**src/rtl/qs_srt_bank_scheduler.sv**
```systemverilog
// -----------------------------------------------------------------------------
// qs_srt_bank_scheduler
//   Hands memory banks to the sort engine. The engine stalls on `await`
//   until a filled bank is granted, then signals `done` once the bank is
//   sorted. Each bank cycles EMPTY -> READY -> SORTING -> SORTED -> EMPTY.
//   Banks are granted in round-robin order, starting from the bank after
//   the most recently sorted one.
//
// Ports
//   clk, arst_n    clock, asynchronous active-low reset
//   fill_done_i    per-bank pulse: ingress has filled bank i
//   release_i      per-bank pulse: egress has drained sorted bank i
//   await_req_i    level: engine is stalled on `await`
//   done_i         pulse: engine finished sorting the selected bank
//   await_ack_o    pulse: bank_sel_o now belongs to the engine
//   bank_sel_o     selected bank index
//   busy_o         engine owns a bank
//   sorted_o       per-bank pulse: bank i has just been sorted
//   bank_ready_o   per-bank status: bank i is filled and waiting
//   err_o          sticky protocol error, cleared only by reset
// -----------------------------------------------------------------------------

// Lifecycle of a single bank. Illegal fill/release events are reported
// and otherwise ignored.
module qs_srt_bank_slot (
    input  logic clk,
    input  logic arst_n,
    input  logic fill,
    input  logic rel,
    input  logic grant,
    input  logic sort_done,
    output logic ready_q,
    output logic err
);
    typedef enum logic [1:0] {
        B_EMPTY   = 2'd0,
        B_READY   = 2'd1,
        B_SORTING = 2'd2,
        B_SORTED  = 2'd3
    } bank_st_e;

    bank_st_e st_q, st_d;

    always_comb begin
        st_d = st_q;
        err  = 1'b0;
        // A fill colliding with a release on a SORTED bank fails this
        // check (bank not EMPTY at cycle start) while the release wins.
        if (fill) begin
            if (st_q == B_EMPTY) st_d = B_READY;
            else                 err  = 1'b1;
        end
        if (rel) begin
            if (st_q == B_SORTED) st_d = B_EMPTY;
            else                  err  = 1'b1;
        end
        // The controller only grants READY banks and only completes the
        // SORTING bank, so these never overlap a legal fill or release.
        if (grant)     st_d = B_SORTING;
        if (sort_done) st_d = B_SORTED;
    end

    always_ff @(posedge clk or negedge arst_n) begin
        if (!arst_n) begin
            st_q    <= B_EMPTY;
            ready_q <= 1'b0;
        end else begin
            st_q    <= st_d;
            ready_q <= (st_d == B_READY);
        end
    end
endmodule

module qs_srt_bank_scheduler #(
    parameter  int BANKS_N = 4,
    localparam int BANK_W  = $clog2(BANKS_N)
) (
    input  logic               clk,
    input  logic               arst_n,
    input  logic [BANKS_N-1:0] fill_done_i,
    input  logic [BANKS_N-1:0] release_i,
    input  logic               await_req_i,
    input  logic               done_i,
    output logic               await_ack_o,
    output logic [BANK_W-1:0]  bank_sel_o,
    output logic               busy_o,
    output logic [BANKS_N-1:0] sorted_o,
    output logic [BANKS_N-1:0] bank_ready_o,
    output logic               err_o
);
    typedef enum logic {
        S_IDLE = 1'b0,
        S_BUSY = 1'b1
    } ctl_st_e;

    ctl_st_e             state_q;
    logic [BANK_W-1:0]   rr_ptr_q;
    logic                await_q;
    logic [BANKS_N-1:0]  grant_vec;
    logic [BANKS_N-1:0]  sort_vec;
    logic [BANKS_N-1:0]  bank_err;
    logic                pick_vld;
    logic [BANK_W-1:0]   pick_idx;
    logic                do_grant;
    logic                do_done;
    logic                ctl_err;

    // First READY bank at or above the rr pointer, wrapping.
    always_comb begin
        pick_vld = 1'b0;
        pick_idx = '0;
        for (int k = 0; k < BANKS_N; k++) begin
            int j;
            j = int'(rr_ptr_q) + k;
            if (j >= BANKS_N) j = j - BANKS_N;
            if (!pick_vld && bank_ready_o[j]) begin
                pick_vld = 1'b1;
                pick_idx = BANK_W'(j);
            end
        end
    end

    assign do_grant = (state_q == S_IDLE) && await_req_i && pick_vld;
    assign do_done  = (state_q == S_BUSY) && done_i;

    // A request raised together with done is legal: done retires the bank
    // first and the request is then served from IDLE.
    assign ctl_err = (done_i && state_q == S_IDLE) ||
                     (await_req_i && !await_q && state_q == S_BUSY && !done_i);

    for (genvar i = 0; i < BANKS_N; i++) begin : g_bank
        assign grant_vec[i] = do_grant && (pick_idx == BANK_W'(i));
        assign sort_vec[i]  = do_done && (bank_sel_o == BANK_W'(i));

        qs_srt_bank_slot u_slot (
            .clk       (clk),
            .arst_n    (arst_n),
            .fill      (fill_done_i[i]),
            .rel       (release_i[i]),
            .grant     (grant_vec[i]),
            .sort_done (sort_vec[i]),
            .ready_q   (bank_ready_o[i]),
            .err       (bank_err[i])
        );
    end

    always_ff @(posedge clk or negedge arst_n) begin
        if (!arst_n) begin
            state_q     <= S_IDLE;
            rr_ptr_q    <= '0;
            await_q     <= 1'b0;
            await_ack_o <= 1'b0;
            bank_sel_o  <= '0;
            busy_o      <= 1'b0;
            sorted_o    <= '0;
            err_o       <= 1'b0;
        end else begin
            await_q     <= await_req_i;
            await_ack_o <= 1'b0;
            sorted_o    <= '0;
            err_o       <= err_o | ctl_err | (|bank_err);
            case (state_q)
                S_IDLE: begin
                    if (do_grant) begin
                        state_q     <= S_BUSY;
                        bank_sel_o  <= pick_idx;
                        await_ack_o <= 1'b1;
                        busy_o      <= 1'b1;
                    end
                end
                S_BUSY: begin
                    if (do_done) begin
                        state_q  <= S_IDLE;
                        busy_o   <= 1'b0;
                        sorted_o <= sort_vec;
                        rr_ptr_q <= (bank_sel_o == BANK_W'(BANKS_N - 1)) ?
                                    '0 : bank_sel_o + 1'b1;
                    end
                end
                default: state_q <= S_IDLE;
            endcase
        end
    end
endmodule

```
**config.mk**
```make
export PLATFORM = sky130hd
export DESIGN_NAME = qs_srt_bank_scheduler
export DESIGN_NICKNAME = d
export VERILOG_FILES = /design/src/rtl/qs_srt_bank_scheduler.sv
export SDC_FILE = /design/constraint.sdc
export NUM_CORES = 1
export LEC_CHECK = 0
export ABC_AREA = 1
export ABC_CLOCK_PERIOD_IN_PS = 1800
export BUFFER_PORTS_ARGS = -buffer_cell sky130_fd_sc_hd__buf_4
export CAP_MARGIN = 20
export CORE_MARGIN = 2
export CORE_UTILIZATION = 30
export CTS_BUF_LIST = sky130_fd_sc_hd__clkbuf_8 sky130_fd_sc_hd__clkbuf_16
export CTS_CLUSTER_DIAMETER = 200
export DETAILED_ROUTE_END_ITERATION = 16
export GPL_ROUTABILITY_DRIVEN = 0
export GPL_TIMING_DRIVEN = 0
export PLACE_DENSITY = 0.59
export SLEW_MARGIN = 0
export SYNTH_ARGS = -nofsm -noshare
export SYNTH_HDL_FRONTEND = slang
export SYNTH_SLANG_ARGS = --single-unit
```
**constraint.sdc**
```tcl
create_clock -name clk -period 1.8 [get_ports clk]
set_input_delay 0.18 -clock clk [delete_from_list [all_inputs] [get_ports clk]]
set_output_delay 0.18 -clock clk [all_outputs]
set_load 0.02 [all_outputs]
```
; ---- Word level (Yosys, flattened, before mapping)
; Index checks and enable logic that the tools add are counted.
[word_totals]
wordCells = 159
output_inout_bits = 13
ff_bits = 25
inputBits = 12
[classes]
muxes = 74
eq_ne = 16
order_cmp = 8
addsub = 8
reduce_logical = 34
bitwise_logic = 3
[ops]
columns = operator, count
row1 = < comparator 32 x 4 -> 1 bit (second input constant), 4
row2 = two-way mux 32 bit, 4
row3 = two-way mux 2 bit, 29
row4 = two-way mux 1 bit, 33
row5 = logical AND 1 bit, 18
row6 = == test 2 bit (second input constant), 8
row7 = == test 2 x 1 -> 1 bit (second input constant), 6
row8 = logical NOT 2 bit, 6
row9 = subtractor 3 x 3 -> 4 bit (second input constant), 3
row10 = greater-or-equal comparator 3 bit (second input constant), 3
row11 = binary-select mux 1 bit (select 2 bit), 4
row12 = two-way mux 4 bit, 2
row13 = adder 2 x 2 -> 3 bit (second input constant), 2
row14 = AND reduction 2 bit, 3
row15 = logical NOT 1 bit, 5
row16 = case mux 1 bit (2 select lines), 2
row17 = OR reduction 4 bit, 1
row18 = subtractor 2 x 3 -> 4 bit (second input constant), 1
row19 = adder 2 x 1 -> 3 bit (second input constant), 1
row20 = greater-or-equal comparator 2 x 3 -> 1 bit (second input constant), 1
row21 = adder 2 x 1 -> 2 bit (second input constant), 1
row22 = inequality test 2 x 1 -> 1 bit (second input constant), 1
row23 = inequality test 2 bit (second input constant), 1
row24 = OR 1 bit, 2
row25 = 2 further kinds, 2

; ---- Longest topological paths before layout
; Gate-level depths: netlist of run 1.
[logic_depth]
word_depth = 20
depth_mapped = 13
ltp_nobuf = 13

; ---- Cells and area by module
; A second synthesis of run 1 with hierarchy kept.
[hier_totals]
cells_unflattened = 221
hier_area_um2 = 1545.2
[modules_own_cells]
columns = module, area_per_inst_um2, n_inst, cells_each, seq_area_each_um2
row1 = qs_srt_bank_scheduler, 914.6, 1, 133, 325.3
row2 = qs_srt_bank_slot, 157.7, 4, 22, 75.1

; ---- Worst setup path after synthesis of run 1
; Ideal clock, no wire load.
[synth_path]
path_kind = register -> register
from = register rr_ptr_q[0]
to = register g_bank[3].u_slot.st_q[0]
synth_period_minus_slack_ps = 1445
setup_time_ps = 124
required_ps = 1676
slack_ps = 355
n_path_buf = 1
path_stages_with_launch = 12
arrival_ps = 1321
path_cell_list = dfrtp_1 buf_6 nand2_1 nand2_2 nand2_2 nand2_2 nor2_4 nand3_1 nand3_2 nand2_2 o21bai_2 nand2_1
[synth_via]
elab_chain_len = 19
word_cells_on_any_way = 46
cone_classes = add/sub (7) / order compare (4) / eq/ne (1) / mux (26) / reduce/logical (8)
[synth_rtl]
columns = element, line_no
row1 = "start, declared", 97  ; logic [BANK_W-1:0] rr_ptr_q;
row2 = "start signal, assigned", 176  ; rr_ptr_q <= (bank_sel_o == BANK_W'(BANKS_N - 1)) ?
row3 = "parallel branches: the longest is 16 deep, another holds subtractor 3 x 3 -> 4 bit", n/a
row4 = logical AND 1 bit (*), 132  ; assign grant_vec[i] = do_grant && (pick_idx == BANK_W'(i));
row5 = two-way mux 2 bit (*), 59  ; if (grant) st_d = B_SORTING;
row6 = two-way mux 2 bit (*), 60  ; if (sort_done) st_d = B_SORTED;
row7 = net g_bank[3].u_slot.st_d[0], 42  ; bank_st_e st_q, st_d;
row8 = "end signal, assigned", 68  ; st_q <= st_d;
row9 = "end, declared", 42
; Mark *: on every way through the listed nets, which the timed path passes. The select of a mux whose other input is x is not followed.
; A chain may end at the register's enable or synchronous reset.

; ---- Final worst setup path of run 1
[layout_path]
from = register rr_ptr_q[0]
to = register g_bank[0].u_slot.st_q[0]
[layout_via]
elab_chain_len = 19
word_cells_on_any_way = 46
cone_classes = add/sub (7) / order compare (4) / mux (26) / reduce/logical (9)
[layout_rtl]
columns = element, line_no
row1 = "parallel branches: the longest is 16 deep, another holds subtractor 3 x 3 -> 4 bit", n/a
row2 = logical AND 1 bit (*), 132
row3 = two-way mux 2 bit (*), 59
row4 = two-way mux 2 bit (*), 60
row5 = net g_bank[0].u_slot.st_d[0], 42
row6 = "end signal, assigned", 68
row7 = "end, declared", 42
; Marks and branches as above.

==> run_results.csv, run 1 <==
group,metric,value,unit
die,ios,25,
pwr,leakage,0.9854,nW
global_routing,grt-ovfl-total,0,
pwr,peakVddDrop,0.5343,mV
route,vias,1213,
global_routing,grt_pass1_wl,4.968,mm
timing,skew,12.67,ps
route,routedWlPerCell,10.73,um
clocking,clk_pin_slew_worst_paths,100,ps
die,start_util,30.91,%
logic_synthesis,synth_seq_cells,25,
timing,final_max_slew_viol_count,0,
logic_synthesis,yosysSeqAreaShare,43.14,%
route,vias_per_cell,4.427,
min_path,hold_depth,1,
clocking,clockBufferDepth,2,
final_layout,fin_util,37.60,%
route,dr.pass1.iters,4,
final_layout,num-fill-cells,513,
clocking,htreeDepth,1,
clocking,worstSkewPairLatency,280,ps
setup_path,worstPathRequired,1960,ps
setup_path,path_max_fanout,10,
die,core,0.004692,mm2
setup_path,crit_type,"reg -> reg",
route,drt-initial-drc-count,18,
route,wl,2.941,mm
final_layout,drive_gt1_share,26.82,%
min_path,hp-class,"in -> reg",
timing,fin_tns_setup,0,ps
logic_synthesis,ys_warn_count,0,
timing,fin_crit_sh,92.82,%
final_layout,stdcell_count,274,
timing,min_period,1671,ps
logic_synthesis,avgSynthCellArea,7.592,um2
setup_path,crit_path_start_kind,"flop",
global_routing,grt.total_usage,11.96,%
clocking,cts_inserted_buffers,3,
die,die_area,0.005406,mm2
die,die_y,73.53,um
run,cap_violations,0,
global_routing,grt_max_degree,26,
route,drtAntennaViolNets,0,
place,io_buffers,24,
clocking,post_cts_buffers,0,
logic_synthesis,syn-instance-count,191,
die,die_w,73.53,um
timing,final_hold_viol_count,0,
final_layout,multi_input_area,680.7,um2
pwr,power_density,1843,mW/mm2
place,place_inst,269,
setup_path,endpoint_kind,"flop",
final_layout,register_area,625.6,um2
final_layout,nNetsFinal,237,
timing,setup_viol,0,
logic_synthesis,yosys.cell_types.count,25,
die,rows,25,
place,post-dp-hpwl,2.300,mm
setup_path,crit_arrival,1830,ps
run_status,outcome,"complete, no violations",
setup_path,rr_worst_depth,11,
timing,fmax,598.5,MHz
final_layout,diodes,0,
final_layout,area_delta_synth_final,21.66,%
timing,tightest_slew,356.3,ps
global_routing,antenna_found_initial,0,
logic_synthesis,netlist_area,0.001450,mm2
clocking,cts_tree,"built",
timing,slew_headroom,75.63,%
clocking,cts-root-buf,"clkbuf_8",
clocking,cts.sinks,25,
route,drc_errors,0,
global_routing,grt_pass1_vias,1095,
logic_synthesis,synth_nets,207,
-- area by class of cell --
cell class | instances | area share [%]
inverter | 28 | 6.241
clock buffer | 3 | 2.340
multi-input combinational | 133 | 38.58
tap | 54 | 3.830
sequential | 25 | 35.46
buffer | 5 | 2.340
clock inverter | 1 | 0.4255
timing repair buffer | 25 | 10.78
-- cells in the mapped netlist (all sizes together) --
| library cell | instances | area, um2 |
|---|---|---|
| buf | 5 | 41.29 |
| nand3 | 13 | 75.07 |
| o21a | 1 | 7.510 |
| dfrtp | 25 | 625.6 |
| ha | 4 | 50.05 |
| nor2 | 19 | 88.83 |
| o21bai | 2 | 18.77 |
| o21ai | 11 | 55.05 |
| nand2 | 72 | 310.3 |
| a21oi | 5 | 25.02 |
| inv | 27 | 103.9 |
| o2111a | 1 | 11.26 |
| a2111oi | 1 | 8.760 |
| clkinv | 1 | 3.750 |
| nand4 | 2 | 12.51 |
| o22ai | 2 | 12.51 |
-- per-layer routing --
metal	track usage [%]	vias to the layer above	part of all wire, %
met4	4.444	0	1.0
met1	16.15	538	49
li1	-	653	-
met3	2.469	4	3.9
met2	18.85	18	46
met5	0	-	0
-- kinds of logic (layout without fill, tap and decap cells) --
group,after synthesis,count (layout),share of synthesized area (%)
AO/OA/AOI/OAI,23,23,9.577
adder cells (fa/ha/maj),4,4,3.451
buffers and inverters,33,62,10.27
flip-flops,25,25,43.14
AND/OR/NAND/NOR,106,106,33.56
-- flip-flops by register name (all words and copies together) (netlist names), 2 cells and up --
| register | flops |
|---|---|
| g_bank.u_slot.st_q | 8 |
| g_bank.u_slot.ready_q | 4 |
| sorted_o | 4 |
| bank_sel_o | 2 |
| rr_ptr_q | 2 |
-- worst max-delay path, stage by stage (launching register included) --
cell and delay [ps]:
dfrtp_1 430, buf_6 160, nand2_2 70, nand3_1 100, nand2_2 110, inv_1 60, a21oi_1 120, nand2_1 70
nand2_2 120, nand3_1 140, nand2_2 100, nand2_1 60
-- what timing repair did --
action,in CTS,in global routing
hold buffers,1,0
setup endpoints to repair,0,6
hold endpoints to repair,25,0
resized for setup,0,3
-- layout by cell type, fill, tap and decap left out, types with 3 or more instances in the layout --
master | synthesis | routed
nor2_1 | 14 | 14
a21oi_1 | 5 | 5
buf_4 | 4 | 28
nand2_2 | 13 | 13
dfrtp_1 | 25 | 25
inv_1 | 24 | 24
nor2_2 | 4 | 4
clkbuf_8 | 0 | 3
nand3_2 | 2 | 3
ha_1 | 4 | 4
nand3_1 | 11 | 10
o21ai_0 | 11 | 10
nand2_1 | 58 | 58
-- worst paths after layout --
check / startpoint / end / slack (ps)
min in group asynchronous: arst_n / err_o$_DFF_PN0_ / 340
setup / recovery: rr_ptr_q[0]$_DFFE_PN0P_ / g_bank[0].u_slot.st_q[0]$_DFF_PN0_ / 130
hold reg to reg: err_o$_DFF_PN0_ / err_o$_DFF_PN0_ / 510
setup reg to reg: rr_ptr_q[0]$_DFFE_PN0P_ / g_bank[0].u_slot.st_q[0]$_DFF_PN0_ / 130
hold / removal: await_req_i / await_q$_DFF_PN0_ / 30
max in group asynchronous: arst_n / g_bank[0].u_slot.st_q[0]$_DFF_PN0_ / 1200
-- power by group --
group / internal [mW] / switching, mW
combinational: 0.730 / 1.21
sequential: 0.782 / 0.186
clock: 0.157 / 0.185
total: 1.67 / 1.58
-- stage by stage --
stage | worst slack (ps) | hold WS (ps) | instance area (um2) | total power, mW
after CTS | 157.7 | 24.35 | 1757 | 3.260
after detailed placement | 184.6 | 104.8 | 1698 | 2.902
after global routing | -7.117 | 9.785 | 1764 | 3.585
after floorplan | 355.2 | -115.6 | 1450 | 2.411
after global placement | 200.1 | 102.8 | 1698 | 2.882
final | 129.2 | 27.61 | 1764 | 3.252
Note: power is estimated with default switching activity, not from simulation.
==> inputs of run 2 (changes only) <==
--- a/config.mk
+++ b/config.mk
@@ -9,7 +9,7 @@
 export ABC_CLOCK_PERIOD_IN_PS = 1800
 export BUFFER_PORTS_ARGS = -buffer_cell sky130_fd_sc_hd__buf_4
 export CAP_MARGIN = 20
-export CORE_MARGIN = 2
+export CORE_MARGIN = 4
 export CORE_UTILIZATION = 30
 export CTS_BUF_LIST = sky130_fd_sc_hd__clkbuf_8 sky130_fd_sc_hd__clkbuf_16
 export CTS_CLUSTER_DIAMETER = 200
==> run 2 against run 1 <==
Compared with the run above: clock-buffer cell count is the same; final cell count up 0.36%; via count is 1.6% higher; highest routed layer unchanged; fmax decreased by 1.5%; core utilization rose by 0.99 points; first-iteration DRC count down 11%; sequential power hardly changed; clock skew fell by 7.3 ps; critical endpoint is now g_bank[1].u_slot.st_q[0]$_DFF_PN0_; power rose by 4.7%; register-to-register slack lost 20 ps; clock power about the same; sequential share of layout area shrank 0.84 points.
==> run_results.csv, run 2 (synthesized netlist as in run 1, its figures left out) <==
group,metric,value,unit
final_layout,layout_common_cells,"56 x nand2_1, 28 x buf_4, 24 x inv_1, 24 x dfrtp_1, 14 x nand2_2",
route,vias,1232,
die,start_util,30.91,%
clocking,clockBufferDepth,2,
pwr,power_density,1881,mW/mm2
timing,min_period,1695,ps
min_path,min_from,"await_req_i",
setup_path,worstPathRequired,1960,ps
place,post-dp-hpwl,2.349,mm
clocking,cts.sinks,25,
timing,final_hold_viol_count,0,
die,core,0.004692,mm2
setup_path,crit_path_start_kind,"flop",
route,dr.pass1.iters,4,
clocking,worstSkewPairLatency,270,ps
timing,fmax,589.8,MHz
setup_path,max_stage_delay,450,ps
clocking,cts_inserted_buffers,3,
setup_path,path_cells,"buf_6 -> nand2_1 -> nand2_2 -> nand2_2 -> nand2_2 -> nor2_4 -> nand2_1 -> nand3_2 -> nand2_4 -> inv_1 -> nand2_1 -> nand2_2 -> nand2_1",
min_path,hp-class,"in -> reg",
global_routing,grt-ovfl-total,0,
setup_path,cp_slowest_cell,"dfrtp_2",
final_layout,drive_gt1_share,30.77,%
die,ios,25,
global_routing,grt_pass1_vias,1161,
final_layout,final_common_cell,"nand2_1",
final_layout,reg_top3,"g_bank.u_slot.st_q (8), g_bank.u_slot.ready_q (4), sorted_o (4)",
final_layout,stdcell_count,275,
place,place_inst,269,
timing,skew,5.374,ps
timing,setup_viol,0,
pwr,p_total,3.405,mW
final_layout,largest_reg_flops,8,
route,routedWlPerCell,10.97,um
timing,final_max_slew_viol_count,0,
place,dpl-instance-area,0.001698,mm2
global_routing,antenna_found_initial,0,
setup_path,crit-reg2reg-launch,"rr_ptr_q[0]$_DFFE_PN0P_",
setup_path,rr_worst_depth,13,
run,cap_violations,0,
die,rows,25,
route,drtAntennaViolNets,0,
final_layout,fin_util,38.59,%
die,die_area,0.006010,mm2
clocking,cts-root-buf,"clkbuf_8",
timing,hold_slack,23.87,ps
clocking,post_cts_buffers,0,
die,die_y,77.53,um
setup_path,ff2ff_setup_slack,100,ps
timing,rsz0062_at_grt,"yes",
route,wl,3.017,mm
die,die_w,77.53,um
final_layout,final_area,0.001810,mm2
route,drc_errors,0,
min_path,hold_depth,1,
final_layout,diodes,0,
setup_path,path_buf_inv,2,
global_routing,grt_pass1_wl,5.168,mm
setup_path,crit_type,"reg -> reg",
min_path,whs_endpoint,"await_q$_DFF_PN0_",
timing,slew_headroom,75.69,%
final_layout,area_delta_synth_final,24.85,%
global_routing,grt_max_degree,26,
clocking,htreeDepth,1,
clocking,cts_tree,"built",
clocking,clk_pin_slew_worst_paths,90,ps
setup_path,crit_arrival,1860,ps
pwr,peakVddDrop,0.5261,mV
setup_path,cp_top_family,"simple AND/OR/NAND/NOR gates",
final_layout,top_register,"g_bank.u_slot.st_q",
route,drt-initial-drc-count,16,
setup_path,endpoint_kind,"flop",
setup_path,reg2reg_to,"g_bank[1].u_slot.st_q[0]$_DFF_PN0_",
pwr,leakage,0.9938,nW
setup_path,path_max_fanout,6,
final_layout,nNetsFinal,238,
run_status,outcome,"complete, no violations",
timing,tightest_slew,355.5,ps
route,vias_per_cell,4.480,
timing,fin_crit_sh,94.19,%
global_routing,grt.total_usage,10.46,%
place,io_buffers,24,
-- run 2: power breakdown --
| group | leakage (nW) | switching, mW | internal (mW) |
|---|---|---|---|
| registers | 0.297 | 0.186 | 0.784 |
| logic | 0.675 | 1.31 | 0.784 |
| clock network | 0.0217 | 0.186 | 0.157 |
| total | 0.994 | 1.68 | 1.72 |
-- run 2: per-layer routing --
metal  GRT usage (%)  part of all wire (%)
met1           14.49                    48
met2           16.41                    47
met3           1.740                   4.1
met4           3.737                   1.5
met5               0                     0
-- run 2: worst reg2reg max path: stages (launching register included) --
cell and delay, ps:
dfrtp_2 450, buf_6 140, nand2_1 70, nand2_2 70, nand2_2 80, nand2_2 80
nor2_4 160, nand2_1 90, nand3_2 80, nand2_4 80, inv_1 60, nand2_1 80
nand2_2 80, nand2_1 60
-- run 2: cell type report --
cell class	count	area, um2
inverter	28	110.1
fill	494	2882
tap	54	67.56
timing repair buffer	26	195.2
clock buffer	3	41.29
sequential	25	626.9
multi-input combinational	133	720.7
clock inverter	1	7.507
buffer	5	41.29
-- run 2: worst max-delay path by stage --
| stage | startpoint | to | slack, ps | depth (start not counted) |
|---|---|---|---|---|
| after CTS | rr_ptr_q[0]$_DFFE_PN0P_ | g_bank[1].u_slot.st_q[0]$_DFF_PN0_ | 160 | 13 |
| after floorplan | rr_ptr_q[0]$_DFFE_PN0P_ | g_bank[3].u_slot.st_q[0]$_DFF_PN0_ | 360 | 11 |
| after global placement | rr_ptr_q[0]$_DFFE_PN0P_ | g_bank[1].u_slot.st_q[0]$_DFF_PN0_ | 200 | 13 |
| final | rr_ptr_q[0]$_DFFE_PN0P_ | g_bank[1].u_slot.st_q[0]$_DFF_PN0_ | 100 | 13 |
| after detailed placement | rr_ptr_q[0]$_DFFE_PN0P_ | g_bank[1].u_slot.st_q[0]$_DFF_PN0_ | 180 | 13 |
| after global routing | rr_ptr_q[0]$_DFFE_PN0P_ | g_bank[1].u_slot.ready_q$_DFF_PN0_ | -60 | 12 |
-- run 2: what timing repair did --
action / 4_1_cts / 5_1_grt
endpoints found under the setup margin: 0 / 5
gates resized for setup: 0 / 12
hold buffers: 1 / 0
endpoints found under the hold margin: 25 / 0
-- run 2: through the flow --
step	setup slack (ps)	setup TNS, ps
after floorplan	355.2	0
after CTS	155.1	0
after global placement	199.1	0
after global routing	-57.63	-309.4
final	104.6	0
after detailed placement	177.3	0
==> inputs of run 3 (changes only) <==
--- a/config.mk
+++ b/config.mk
@@ -6,17 +6,17 @@
 export NUM_CORES = 1
 export LEC_CHECK = 0
 export ABC_AREA = 1
-export ABC_CLOCK_PERIOD_IN_PS = 1800
+export ABC_CLOCK_PERIOD_IN_PS = 1400
 export BUFFER_PORTS_ARGS = -buffer_cell sky130_fd_sc_hd__buf_4
 export CAP_MARGIN = 20
 export CORE_MARGIN = 4
-export CORE_UTILIZATION = 30
+export CORE_UTILIZATION = 49
 export CTS_BUF_LIST = sky130_fd_sc_hd__clkbuf_8 sky130_fd_sc_hd__clkbuf_16
 export CTS_CLUSTER_DIAMETER = 200
 export DETAILED_ROUTE_END_ITERATION = 16
 export GPL_ROUTABILITY_DRIVEN = 0
 export GPL_TIMING_DRIVEN = 0
-export PLACE_DENSITY = 0.59
+export PLACE_DENSITY = 0.85
 export SLEW_MARGIN = 0
 export SYNTH_ARGS = -nofsm -noshare
 export SYNTH_HDL_FRONTEND = slang
==> constraint.sdc (replaced) <==
create_clock -name clk -period 1.4 [get_ports clk]
set_input_delay 0.14 -clock clk [delete_from_list [all_inputs] [get_ports clk]]
set_output_delay 0.14 -clock clk [all_outputs]
set_load 0.02 [all_outputs]
==> run 3 against run 2 <==
Compared with the run above: the run now ends with setup timing left; combinational power rose by 60%; critical path depth fell by 1; largest power group unchanged; clock-buffer cell count did not move; global-route usage grew 5.6 points; via count rose by 8.8%.
==> run_results.csv, run 3 (synthesized netlist as in run 1, its figures left out) <==
group,metric,value,unit
final_layout,nNetsFinal,247,
timing,final_hold_viol_count,0,
setup_path,cp_slowest_cell,"dfrtp_2",
setup_path,crit_path_start_kind,"flop",
clocking,clk_pin_slew_worst_paths,80,ps
route,routedWlPerCell,12.80,um
route,drtAntennaViolNets,0,
timing,fmax,587.1,MHz
clocking,cts_inserted_buffers,3,
setup_path,crit_arrival,1860,ps
timing,setup_viol,17,
timing,skew,0.9155,ps
timing,slew_headroom,75.95,%
timing,fin_ws,-303.2,ps
timing,rsz0062_at_grt,"yes",
global_routing,antenna_found_initial,0,
clocking,worstSkewPairLatency,260,ps
setup_path,crit_start,"rr_ptr_q[0]$_DFFE_PN0P_",
timing,final_max_slew_viol_count,0,
place,post-dp-hpwl,2.210,mm
setup_path,max_stage_delay,450,ps
final_layout,reg_top3,"g_bank.u_slot.st_q (8), g_bank.u_slot.ready_q (4), sorted_o (4)",
setup_path,cp_top_family,"simple AND/OR/NAND/NOR gates",
final_layout,final_common_cell,"nand2_1",
pwr,leakage,1.081,nW
setup_path,path_buf_inv,2,
route,vias_per_cell,5.138,
min_path,hold_depth,3,
clocking,cts-root-buf,"clkbuf_8",
global_routing,grt.total_usage,16.10,%
timing,fin_crit_sh,121.7,%
setup_path,endpoint_kind,"flop",
setup_path,path_cells,"buf_6 -> nand2_4 -> nand2_4 -> buf_4 -> nand2_1 -> nand2_1 -> nand4_1 -> nand2_1 -> nor2_1 -> nand3_2 -> nand2_2 -> nand2_1",
pwr,p_total,5.029,mW
die,core,0.002781,mm2
setup_path,worstPathRequired,1550,ps
min_path,hp-class,"in -> reg",
die,ios,25,
setup_path,crit_type,"reg -> reg",
die,die_y,62.40,um
timing,hold_slack,145.5,ps
run_status,violations,"setup timing",
setup_path,crit_top_cell,"nand2_1",
clocking,cts.sinks,25,
global_routing,grt_max_degree,26,
timing,min_period,1703,ps
route,drt-initial-drc-count,52,
die,die_area,0.003894,mm2
final_layout,layout_common_cells,"49 x nand2_1, 35 x buf_4, 24 x inv_1, 23 x dfrtp_1, 13 x nand2_2",
setup_path,cp.depth,12,
final_layout,largest_reg_flops,8,
run,cap_violations,0,
run_status,outcome,"finished, violations left",
pwr,peakVddDrop,1.756,mV
place,dpl-instance-area,0.001669,mm2
min_path,min_from,"fill_done_i[2]",
final_layout,area_delta_synth_final,34.34,%
place,io_buffers,24,
clocking,clockBufferDepth,2,
final_layout,final_area,0.001948,mm2
final_layout,top_register,"g_bank.u_slot.st_q",
die,die_w,62.40,um
route,vias,1341,
setup_path,rr_worst_depth,12,
pwr,power_density,2582,mW/mm2
die,rows,19,
setup_path,crit-reg2reg-launch,"rr_ptr_q[0]$_DFFE_PN0P_",
die,start_util,52.14,%
setup_path,path_max_fanout,5,
final_layout,diodes,0,
global_routing,grt-ovfl-total,0,
clocking,htreeDepth,1,
route,drc_errors,0,
global_routing,grt_pass1_wl,5.237,mm
final_layout,drive_gt1_share,38.26,%
timing,tightest_slew,351.6,ps
global_routing,grt_pass1_vias,1262,
route,dr.pass1.iters,4,
clocking,cts_tree,"built",
route,wl,3.341,mm
## run 3: cell types whose count changed in the layout (fill, tap and decap cells not counted), moves of 2 or more
cell	previous run	this run
buf_6	1	3
buf_4	28	35
nand2_4	2	10
nor2_1	13	11
nand2_1	56	49
## run 3: power by group
group | internal (mW) | switching (mW) | leakage [nW]
clock | 0.196 | 0.207 | 0.0269
sequential | 1.01 | 0.272 | 0.296
combinational | 1.32 | 2.02 | 0.758
total | 2.53 | 2.50 | 1.08
## run 3: layout make-up
type | instances | area, um2
buffer | 5 | 41.29
clock buffer | 3 | 41.29
clock inverter | 1 | 3.754
fill | 219 | 833.3
inverter | 28 | 115.1
multi-input combinational | 133 | 804.5
sequential | 25 | 628.1
tap | 31 | 38.79
timing repair buffer | 35 | 275.3
## run 3: worst register-to-register path, delay by kind of cell, from the launching register on
| kind | cells | cell delay [ps] |
|---|---|---|
| buffers and inverters | 2 | 290 |
| DFF | 1 | 450 |
| and+or+nand+nor | 10 | 860 |
## run 3: final timing paths
| kind | endpoint | slack [ps] |
|---|---|---|
| min in group asynchronous | sorted_o[2]$_DFF_PN0_ | 300 |
| max | g_bank[0].u_slot.st_q[0]$_DFF_PN0_ | -300 |
| min reg2reg | err_o$_DFF_PN0_ | 500 |
| min | err_o$_DFF_PN0_ | 150 |
| max in group asynchronous | rr_ptr_q[0]$_DFFE_PN0P_ | 850 |
| max reg2reg | g_bank[0].u_slot.st_q[0]$_DFF_PN0_ | -300 |
## run 3: routing by layer
metal	wire length (um)	vias up	global-route usage [%]
met5	0	-	0
met4	84	0	4.509
met3	157	10	3.237
met1	1345	619	19.72
met2	1754	39	28.50
li1	-	673	-
## run 3: metrics by stage
step | setup WS, ps | TNS, ps | util (%) | instances
global placement | -179.4 | -1737 | 60.01 | 246
CTS | -207.2 | -2306 | 64.15 | 257
floorplan | -44.81 | -272.1 | - | 191
global route | -411.8 | -5805 | 70.04 | 261
finish | -303.2 | -3895 | 70.04 | 261
detailed placement | -208.3 | -2117 | 60.01 | 246
## run 3: timing repair
| item | 4_1_cts | 5_1_grt |
|---|---|---|
| gates resized for setup | 4 | 37 |
| gates cloned | 0 | 1 |
| setup buffers | 5 | 3 |
| hold buffers | 2 | 0 |
| endpoints found under the setup margin | 15 | 17 |
| endpoints found under the hold margin | 26 | 0 |
| pin swaps | 0 | 13 |
